<file path="config.mk">
export PLATFORM = sky130hd
export DESIGN_NAME = dot_row_collector_flat
export DESIGN_NICKNAME = d
export VERILOG_FILES = /design/src/rtl/mm_pkg.sv /design/src/rtl/dot_row_collector_if.sv /design/src/rtl/dot_row_collector_sync_fifo.sv /design/src/rtl/dot_row_collector.sv /design/src/flat_wrapper.sv
export SDC_FILE = /design/constraint.sdc
export NUM_CORES = 1
export LEC_CHECK = 0
export BUFFER_PORTS_ARGS = -buffer_cell sky130_fd_sc_hd__buf_4
export CORE_MARGIN = 2
export CORE_UTILIZATION = 55
export DETAILED_ROUTE_END_ITERATION = 6
export PLACE_DENSITY_LB_ADDON = 0.12
export SYNTH_ARGS = -nofsm -noshare
export SYNTH_HDL_FRONTEND = slang
export SYNTH_SLANG_ARGS = --single-unit
</file>
<file path="constraint.sdc">
create_clock -name Clock -period 6.63 [get_ports Clock]
set_input_delay 0.663 -clock Clock [delete_from_list [all_inputs] [get_ports Clock]]
set_output_delay 0.663 -clock Clock [all_outputs]
set_load 0.005 [all_outputs]
</file>
<file path="src/rtl/mm_pkg.sv">
// Shared matrix-multiply helpers and default sizes used by vectorSum,
// dot_row_collector and the matrix top.
package mm_pkg;

  localparam int DIM_DEF = 2;
  localparam int W_U_DEF = 32;

  function automatic int clog2(input int n);
    int r;
    r = 0;
    for (int v = 1; v < n; v = v * 2) r++;
    return r;
  endfunction

  // Sum of DIM products of width W_u needs clog2(DIM) extra carry bits.
  function automatic int res_width(input int w_u, input int dim);
    return w_u + clog2(dim);
  endfunction

endpackage

</file>
<file path="src/rtl/dot_row_collector_if.sv">
// Sum-in / row-out handshake bundle of the dot-product row collector.
interface dot_row_collector_if #(
  parameter int DIM       = 2,
  parameter int RES_WIDTH = 33
);
  logic [RES_WIDTH-1:0]     sum_in;
  logic                     sum_valid;
  logic                     sum_ready;
  logic [DIM*RES_WIDTH-1:0] row_out;
  logic                     row_valid;
  logic                     row_ready;

  modport slave (
    input  sum_in, sum_valid, row_ready,
    output sum_ready, row_out, row_valid
  );

  modport master (
    output sum_in, sum_valid, row_ready,
    input  sum_ready, row_out, row_valid
  );
endinterface

</file>
<file path="src/rtl/dot_row_collector_sync_fifo.sv">
// Synchronous FIFO with occupancy count; read data reads zero while empty.
module sync_fifo
  import mm_pkg::*;
#(
  parameter int WIDTH = 66,
  parameter int DEPTH = 4
) (
  input  logic                    Clock,
  input  logic                    Resetn,
  input  logic                    push,
  input  logic [WIDTH-1:0]        wr_data,
  input  logic                    pop,
  output logic [WIDTH-1:0]        rd_data,
  output logic [clog2(DEPTH):0]   count
);
  localparam int AW = clog2(DEPTH);

  logic [WIDTH-1:0] mem [DEPTH];
  logic [AW-1:0]    wr_ptr, rd_ptr;
  logic             do_push, do_pop;

  assign do_push = push && (count != (AW+1)'(DEPTH));
  assign do_pop  = pop && (count != '0);

  // Pointers wrap naturally since DEPTH is a power of two.
  always_ff @(posedge Clock) begin
    if (!Resetn) begin
      wr_ptr <= '0;
      rd_ptr <= '0;
      count  <= '0;
    end else begin
      if (do_push) wr_ptr <= wr_ptr + AW'(1);
      if (do_pop)  rd_ptr <= rd_ptr + AW'(1);
      case ({do_push, do_pop})
        2'b10:   count <= count + (AW+1)'(1);
        2'b01:   count <= count - (AW+1)'(1);
        default: count <= count;
      endcase
    end
  end

  always_ff @(posedge Clock) begin
    if (do_push) mem[wr_ptr] <= wr_data;
  end

  // Gate the storage so nothing stale or uninitialised leaks out when empty.
  assign rd_data = (count == '0) ? '0 : mem[rd_ptr];

endmodule

</file>
<file path="src/rtl/dot_row_collector.sv">
// Packs DIM consecutive dot-product sums into a row and buffers rows in a FIFO.
// Optional sticky overrun flag drop_err under DOT_ROW_COLLECTOR_DROP_FLAG_EN.
module dot_row_collector
  import mm_pkg::*;
#(
  parameter  int DIM        = DIM_DEF,
  parameter  int W_u        = W_U_DEF,
  parameter  int FIFO_DEPTH = 4,
  localparam int RES_WIDTH  = res_width(W_u, DIM),
  localparam int CW         = (DIM > 1) ? clog2(DIM) : 1
) (
  input  logic                Clock,
  input  logic                Resetn,
  dot_row_collector_if.slave  bus,
  output logic [15:0]         row_count,
  output logic [CW-1:0]       col_idx
`ifdef DOT_ROW_COLLECTOR_DROP_FLAG_EN
  ,
  output logic                drop_err
`endif
);
  localparam int FCW = clog2(FIFO_DEPTH) + 1;

  logic [DIM-1:0][RES_WIDTH-1:0] pack_q, row_d;
  logic [FCW-1:0]                fifo_count;
  logic                          last_col, accept, push, pop;

  assign last_col      = (col_idx == CW'(DIM - 1));
  // Ready depends only on registered state; a pop in the same cycle cannot
  // make room for the closing element.
  assign bus.sum_ready = !last_col || (fifo_count < FCW'(FIFO_DEPTH));
  assign accept        = bus.sum_valid && bus.sum_ready;
  assign push          = accept && last_col;
  assign bus.row_valid = (fifo_count != '0);
  assign pop           = bus.row_valid && bus.row_ready;

  // Per-slice merge: the slice at col_idx takes the incoming sum.
  for (genvar k = 0; k < DIM; k++) begin : g_slice
    assign row_d[k] = (col_idx == CW'(k)) ? bus.sum_in : pack_q[k];
  end

  always_ff @(posedge Clock) begin
    if (!Resetn) begin
      pack_q    <= '0;
      col_idx   <= '0;
      row_count <= '0;
    end else begin
      if (accept) begin
        pack_q  <= row_d;
        col_idx <= last_col ? '0 : col_idx + CW'(1);
      end
      if (pop) row_count <= row_count + 16'd1;
    end
  end

`ifdef DOT_ROW_COLLECTOR_DROP_FLAG_EN
  always_ff @(posedge Clock) begin
    if (!Resetn)                              drop_err <= 1'b0;
    else if (bus.sum_valid && !bus.sum_ready) drop_err <= 1'b1;
  end
`endif

  sync_fifo #(
    .WIDTH (DIM*RES_WIDTH),
    .DEPTH (FIFO_DEPTH)
  ) u_fifo (
    .Clock   (Clock),
    .Resetn  (Resetn),
    .push    (push),
    .wr_data (row_d),
    .pop     (pop),
    .rd_data (bus.row_out),
    .count   (fifo_count)
  );

endmodule
</file>
<file path="src/flat_wrapper.sv">
// flat-port wrapper written by rule: the top's interface ports become plain ports
module dot_row_collector_flat import mm_pkg::*;
#(
  parameter  int DIM        = DIM_DEF,
  parameter  int W_u        = W_U_DEF,
  parameter  int FIFO_DEPTH = 4,
  localparam int RES_WIDTH  = res_width(W_u, DIM),
  localparam int CW         = (DIM > 1) ? clog2(DIM) : 1
)
  (Clock, Resetn, row_count, col_idx, bus_sum_in, bus_sum_valid, bus_row_ready, bus_sum_ready, bus_row_out, bus_row_valid);
  dot_row_collector_if #(.DIM(DIM)) bus_i ();
  input  logic Clock;
  input  logic Resetn;
  output logic [15:0] row_count;
  output logic [CW-1:0] col_idx;
  input wire logic [$bits(bus_i.sum_in)-1:0] bus_sum_in;
  input wire logic [$bits(bus_i.sum_valid)-1:0] bus_sum_valid;
  input wire logic [$bits(bus_i.row_ready)-1:0] bus_row_ready;
  output wire logic [$bits(bus_i.sum_ready)-1:0] bus_sum_ready;
  output wire logic [$bits(bus_i.row_out)-1:0] bus_row_out;
  output wire logic [$bits(bus_i.row_valid)-1:0] bus_row_valid;
  assign bus_i.sum_in = bus_sum_in;
  assign bus_i.sum_valid = bus_sum_valid;
  assign bus_i.row_ready = bus_row_ready;
  assign bus_sum_ready = bus_i.sum_ready;
  assign bus_row_out = bus_i.row_out;
  assign bus_row_valid = bus_i.row_valid;
  dot_row_collector #(.DIM(DIM), .W_u(W_u), .FIFO_DEPTH(FIFO_DEPTH)) u_core (.Clock(Clock), .Resetn(Resetn), .bus(bus_i), .row_count(row_count), .col_idx(col_idx));
endmodule
</file>
# Word level (Yosys, flattened, before mapping)
# Memories as Yosys holds them, arrays and structs flattened. A register that Yosys moved wholly into a read port is not among the register bits.
# Cells that the tools add are included.
# word_totals
register_bits	90
mem_bits_rw	264
inputBits	37
out_inout_bits	85
elab_cells	37
memories	1
# mem_list
name	depth	word_bits	read_ports	rd_clocked_by_memory_dff	write_ports	line	source
u_core.u_fifo.mem	4	66	1	1	1	dot_row_collector_sync_fifo.sv:18	logic [WIDTH-1:0] mem [DEPTH];
# classes
addsub	6
n_lt_le_gt_ge	1
eq_ne	3
n_mux	9
n_reduce_logical	10
# ops
cell	count
$mux 33	2
$mux 66	1
$add 16x1->16 const B	1
$pmux 3 s2	1
$logic_and 1x1->1	5
$add 2x1->2 const B	2
$mux 2	2
$add 3x1->3 const B	1
$logic_not 3->1	1
$lt 3x3->1 const B	1
$mux 1	3
$ne 3x3->1 const B	1
$reduce_bool 3->1	1
$sub 3x1->3 const B	1
$eq 2x1->1 const B	1
$eq 2x2->1 const B	1
$reduce_bool 2->1	1
$add 1x1->1 const B	1
$logic_not 1->1	1
$logic_or 1x1->1	1

# Logic depth before layout (Yosys ltp)
# logic_depth
depth_word	7
ltp_mapped	11
depth_no_buf	8

# Hierarchy
# Synthesis repeated with hierarchy kept, for this count alone.
# hier_totals
cells_unflattened	848
area_unflattened_um2	14281.2
# modules_own_cells
module	n_inst	cells_each	area_per_inst_um2
sync_fifo	1	470	10450.0
dot_row_collector	1	378	3831.2

# Least setup slack after synthesis
# No wires, ideal clock.
# synth_path
path_kind	register to register
start	reg u_core.col_idx
end	mem u_core.u_fifo.mem[0][0], enable pin
setup_ps	431
t_arrival_ps	2874
path_slack_ps	3325
stages_incl_launch_ff	6
synth_period_minus_slack_ps	3305
path_cell_list	dfxtp_1 -> clkbuf_1 -> clkbuf_1 -> and3b_2 -> clkbuf_1 -> and2_1
# synth_via
elab_chain_cells	7
# synth_rtl
item	line	source
from (decl)	dot_row_collector.sv:16	output logic [CW-1:0] col_idx
from (signal assigned)	dot_row_collector.sv:50	col_idx <= last_col ? '0 : col_idx + CW'(1);
$logic_not 1->1	dot_row_collector.sv:31	assign bus.sum_ready = !last_col || (fifo_count < FCW'(FIFO_DEPTH));
$logic_or 1x1->1	dot_row_collector.sv:31	
$logic_and 1x1->1	dot_row_collector.sv:32	assign accept = bus.sum_valid && bus.sum_ready;
$logic_and 1x1->1 *	dot_row_collector.sv:33	assign push = accept && last_col;
$logic_and 1x1->1 *	dot_row_collector_sync_fifo.sv:22	assign do_push = push && (count != (AW+1)'(DEPTH));
$mux 1 *	dot_row_collector_sync_fifo.sv:43	if (do_push) mem[wr_ptr] <= wr_data;
$mux 1 (implied by the code) *	dot_row_collector_sync_fifo.sv:43	
to (decl)	dot_row_collector_sync_fifo.sv:18	
# Mark *: on every way between the ends. The rest lies on a longest branch, timed or not.

==> run_results.csv <==
group,metric,value,unit
clocking,clock_latency,0.51,ns
timing,grt_setup_unrepaired,"false",
clocking,cts.clk_slew.worst_paths,0.06,ns
drt,wirelength,28.15,mm
floorplanning,num_rows,58,
floorplanning,chipWidth,164.7,um
yosys,yosysTopAreaCell,"edfxtp_1",
worst_setup_path,crit_path_start_kind,"register",
flow_run,maxCapViolations,0,
timing,fmax,272.4,MHz
clocking,cts.repair.resized,0,
worst_setup_path,path_class,"reg -> out",
global_route,antenna_found_initial,1,
cells_and_area,mostFrequentLayoutCells,"264 x edfxtp_1, 125 x buf_4, 89 x dfxtp_1, 85 x nor2_1",
drt,drt-initial-drc-count,486,
yosys,yosysSeqAreaShare,68.81,%
floorplanning,die_h,164.7,um
yosys,synthTopCellsByArea,"edfxtp_1 56%, dfxtp_1 13%, mux4_2 10%",
global_route,grt_max_degree,71,
hold_path,hold_end,"u_core.col_idx",
timing,min_period_over_period,55.36,%
worst_setup_path,crit_path_cell_trace,"buf_4 > mux4_2 > and2_1 > buf_4",
global_route,grt_pass1_wl,43.74,mm
pwr,power,5.968,mW
clocking,cts.sinks,356,
yosys,syn_area_per_cell,16.86,um^2
floorplanning,die-area,27120,um^2
cells_and_area,fillers,1792,
global_route,grt-ovfl-total,0,
worst_setup_path,crit_arrival,3.01,ns
timing,setup_viol,0,
worst_setup_path,r2r_setup_slack,3.75,ns
clocking,cts-buffers-inserted,37,
global_route,grt_pass1_vias,8060,
yosys,synth_fp_nets,886,
drt,num_vias,7543,
place,dp.final_hpwl,15.08,mm
worst_setup_path,cp.required,5.97,ns
drt,drtAntennaViolNets,0,
place,dp_cells,1250,
cells_and_area,finalNetCount,1003,
worst_setup_path,crit_top_cell,"buf_4",
worst_setup_path,r2r.worst_path.cells,2,
outcome,status,"complete, no violations",
worst_setup_path,crit_path_end_kind,"primary output",
drt,first_pass_iters,5,
worst_setup_path,slowest_delay,0.77,ns
worst_setup_path,crit_path_max_fanout,37,
yosys,ys_types,30,
timing,finalSetupTns,0,ns
timing,finalHoldViolations,0,
pwr,power_leakage,5.998,nW
global_route,grt_usage,21.30,%
drt,vias_per_cell,5.723,
worst_setup_path,critPathTopFamily,"buffers and inverters",
drt,drc,0,
yosys,yosys_warnings,0,
worst_setup_path,cp_slowest_cell,"dfxtp_4",
place,placed_cell_area,15380,um^2
place,io_buffers,121,
hold_path,min_from,"Resetn",
pwr,irDropWorstVdd,0.0002199,V
timing,worst_pin_slew,1.152,ns
clocking,cts_buffer_depth,3,
drt,wire_per_inst,21.36,um
cells_and_area,antenna_cells,0,
clocking,post_cts_buffers,0,
timing,slew_headroom,23.23,%
pwr,p_per_area,357.0,nW/um^2
clocking,cts-root-buf,"clkbuf_16",
yosys,synth_top_area_share,55.83,%
floorplanning,io_pins,122,
floorplanning,core_area,25250,um^2
timing,fin_crit,3.671,ns
clocking,h-tree-depth,2,
yosys,synth_cells,842,
floorplanning,initial_core_util,56.22,%
cells_and_area,fin_area,16720,um^2
clocking,ctsHoldBuffers,0,
cells_and_area,drive_above_1_share,33.81,%
clocking,cts_tree,"yes",
worst_setup_path,reg2reg_to,"u_core.u_fifo.mem[2][51]",
yosys,syn_area,14200,um^2
cells_and_area,syn_to_final_growth,17.75,%
hold_path,holdPathStages,3,
place,place_congestion,0.7807,
yosys,synth-seq-cells,356,
worst_setup_path,cp_num_buf_inv,2,
timing,fin_skew,0.01287,ns
cells_and_area,finalNonFillerCells,1318,
cells_and_area,final_common_cell,"edfxtp_1",
timing,drv_slew,0,
hold_path,hold_path_class,"in -> reg",
worst_setup_path,r2r-start,"u_core.col_idx",
-- synthesized netlist by cell type, drive strengths merged --
master    n
edfxtp  264
dfxtp    92
nor2     85
and2     71
mux2     66
mux2i    66
mux4     66
clkbuf   30
buf      17
a21oi    10
inv      10
o21ai     8
or3       8
xnor2     8
nand2     7
ha        6
xor2      6
nand3     5
nand4     4
nor4      4
nor3      3
and3b     1
fa        1
o311ai    1
o31ai     1
or2       1
or4       1
-- tightest hold or removal path, cell delays in order --
cell and delay (ns):
buf_4 0.12, o21ai_0 0.08, nor2_1 0.04
-- metrics by stage --
stage          setup WS, ns  utilization [%]  hold slack (ns)
3_5_place_dp          3.374            60.90           0.4799
6_report              2.959            66.20           0.4283
5_1_grt               2.675            66.20           0.4117
4_1_cts               2.819            66.20           0.4077
3_3_place_gp          3.364            60.90           0.4675
2_1_floorplan         3.325                -           0.4544
-- layout make-up --
class / instances / area, um^2 / share of cell area, %
clock buffer: 50 / 1069 / 6.391
clock inverter: 18 / 270.3 / 1.617
inverter: 10 / 38.79 / 0.2320
multi-input combinational: 429 / 4209 / 25.18
sequential: 356 / 9781 / 58.50
tap: 330 / 412.9 / 2.470
timing repair buffer: 125 / 938.4 / 5.613
-- report_power, final --
part | leakage [nW] | internal, mW | switching [mW] | total [mW]
clock | 0.659 | 1.41 | 0.822 | 2.23
combinational | 2.17 | 0.631 | 0.514 | 1.14
sequential | 3.17 | 2.49 | 0.109 | 2.59
total | 6.00 | 4.52 | 1.44 | 5.97
-- metal layers --
| layer | global-route usage (%) | vias to the layer above | routed length, um |
|---|---|---|---|
| met1 | 27.74 | 3875 | 11600 |
| met2 | 37.26 | 202 | 14690 |
| li1 | - | 3422 | - |
| met3 | 3.466 | 42 | 1411 |
| met5 | 0 | - | 12 |
| met4 | 6.126 | 2 | 442 |
-- cells by family (layout without fill, tap and decap cells) --
| logic type | after synthesis | after routing | share of synthesized area (%) |
|---|---|---|---|
| and+or+nand+nor | 190 | 190 | 6.768 |
| AOI/OAI and AO/OA | 20 | 20 | 0.8989 |
| adders and majority gates | 7 | 7 | 0.6697 |
| muxes | 198 | 198 | 20.36 |
| DFF | 356 | 356 | 68.81 |
| buffers and inverters | 57 | 203 | 1.639 |
| xor gates and xnor gates | 14 | 14 | 0.8636 |
-- sequential cells by signal, indices dropped and copies added, names as in the netlist, named ones only --
name,count
u_core.u_fifo.rd_ptr,2
u_core.u_fifo.mem,264
u_core.u_fifo.count,3
u_core.row_count,16
u_core.col_idx,1
u_core.pack_q,66
u_core.u_fifo.wr_ptr,2
-- worst max path at each step --
stage,from,to,slack [ns],depth (start not counted)
floorplan,u_core.col_idx,u_core.u_fifo.mem[0][0],3.33,5
global placement,register,bus_row_out[34],3.36,4
detailed placement,register,bus_row_out[34],3.37,4
CTS,register,bus_row_out[34],2.82,4
global route,register,bus_row_out[34],2.68,4
finish,register,bus_row_out[34],2.96,4
Power figures use the tool's default switching activity.
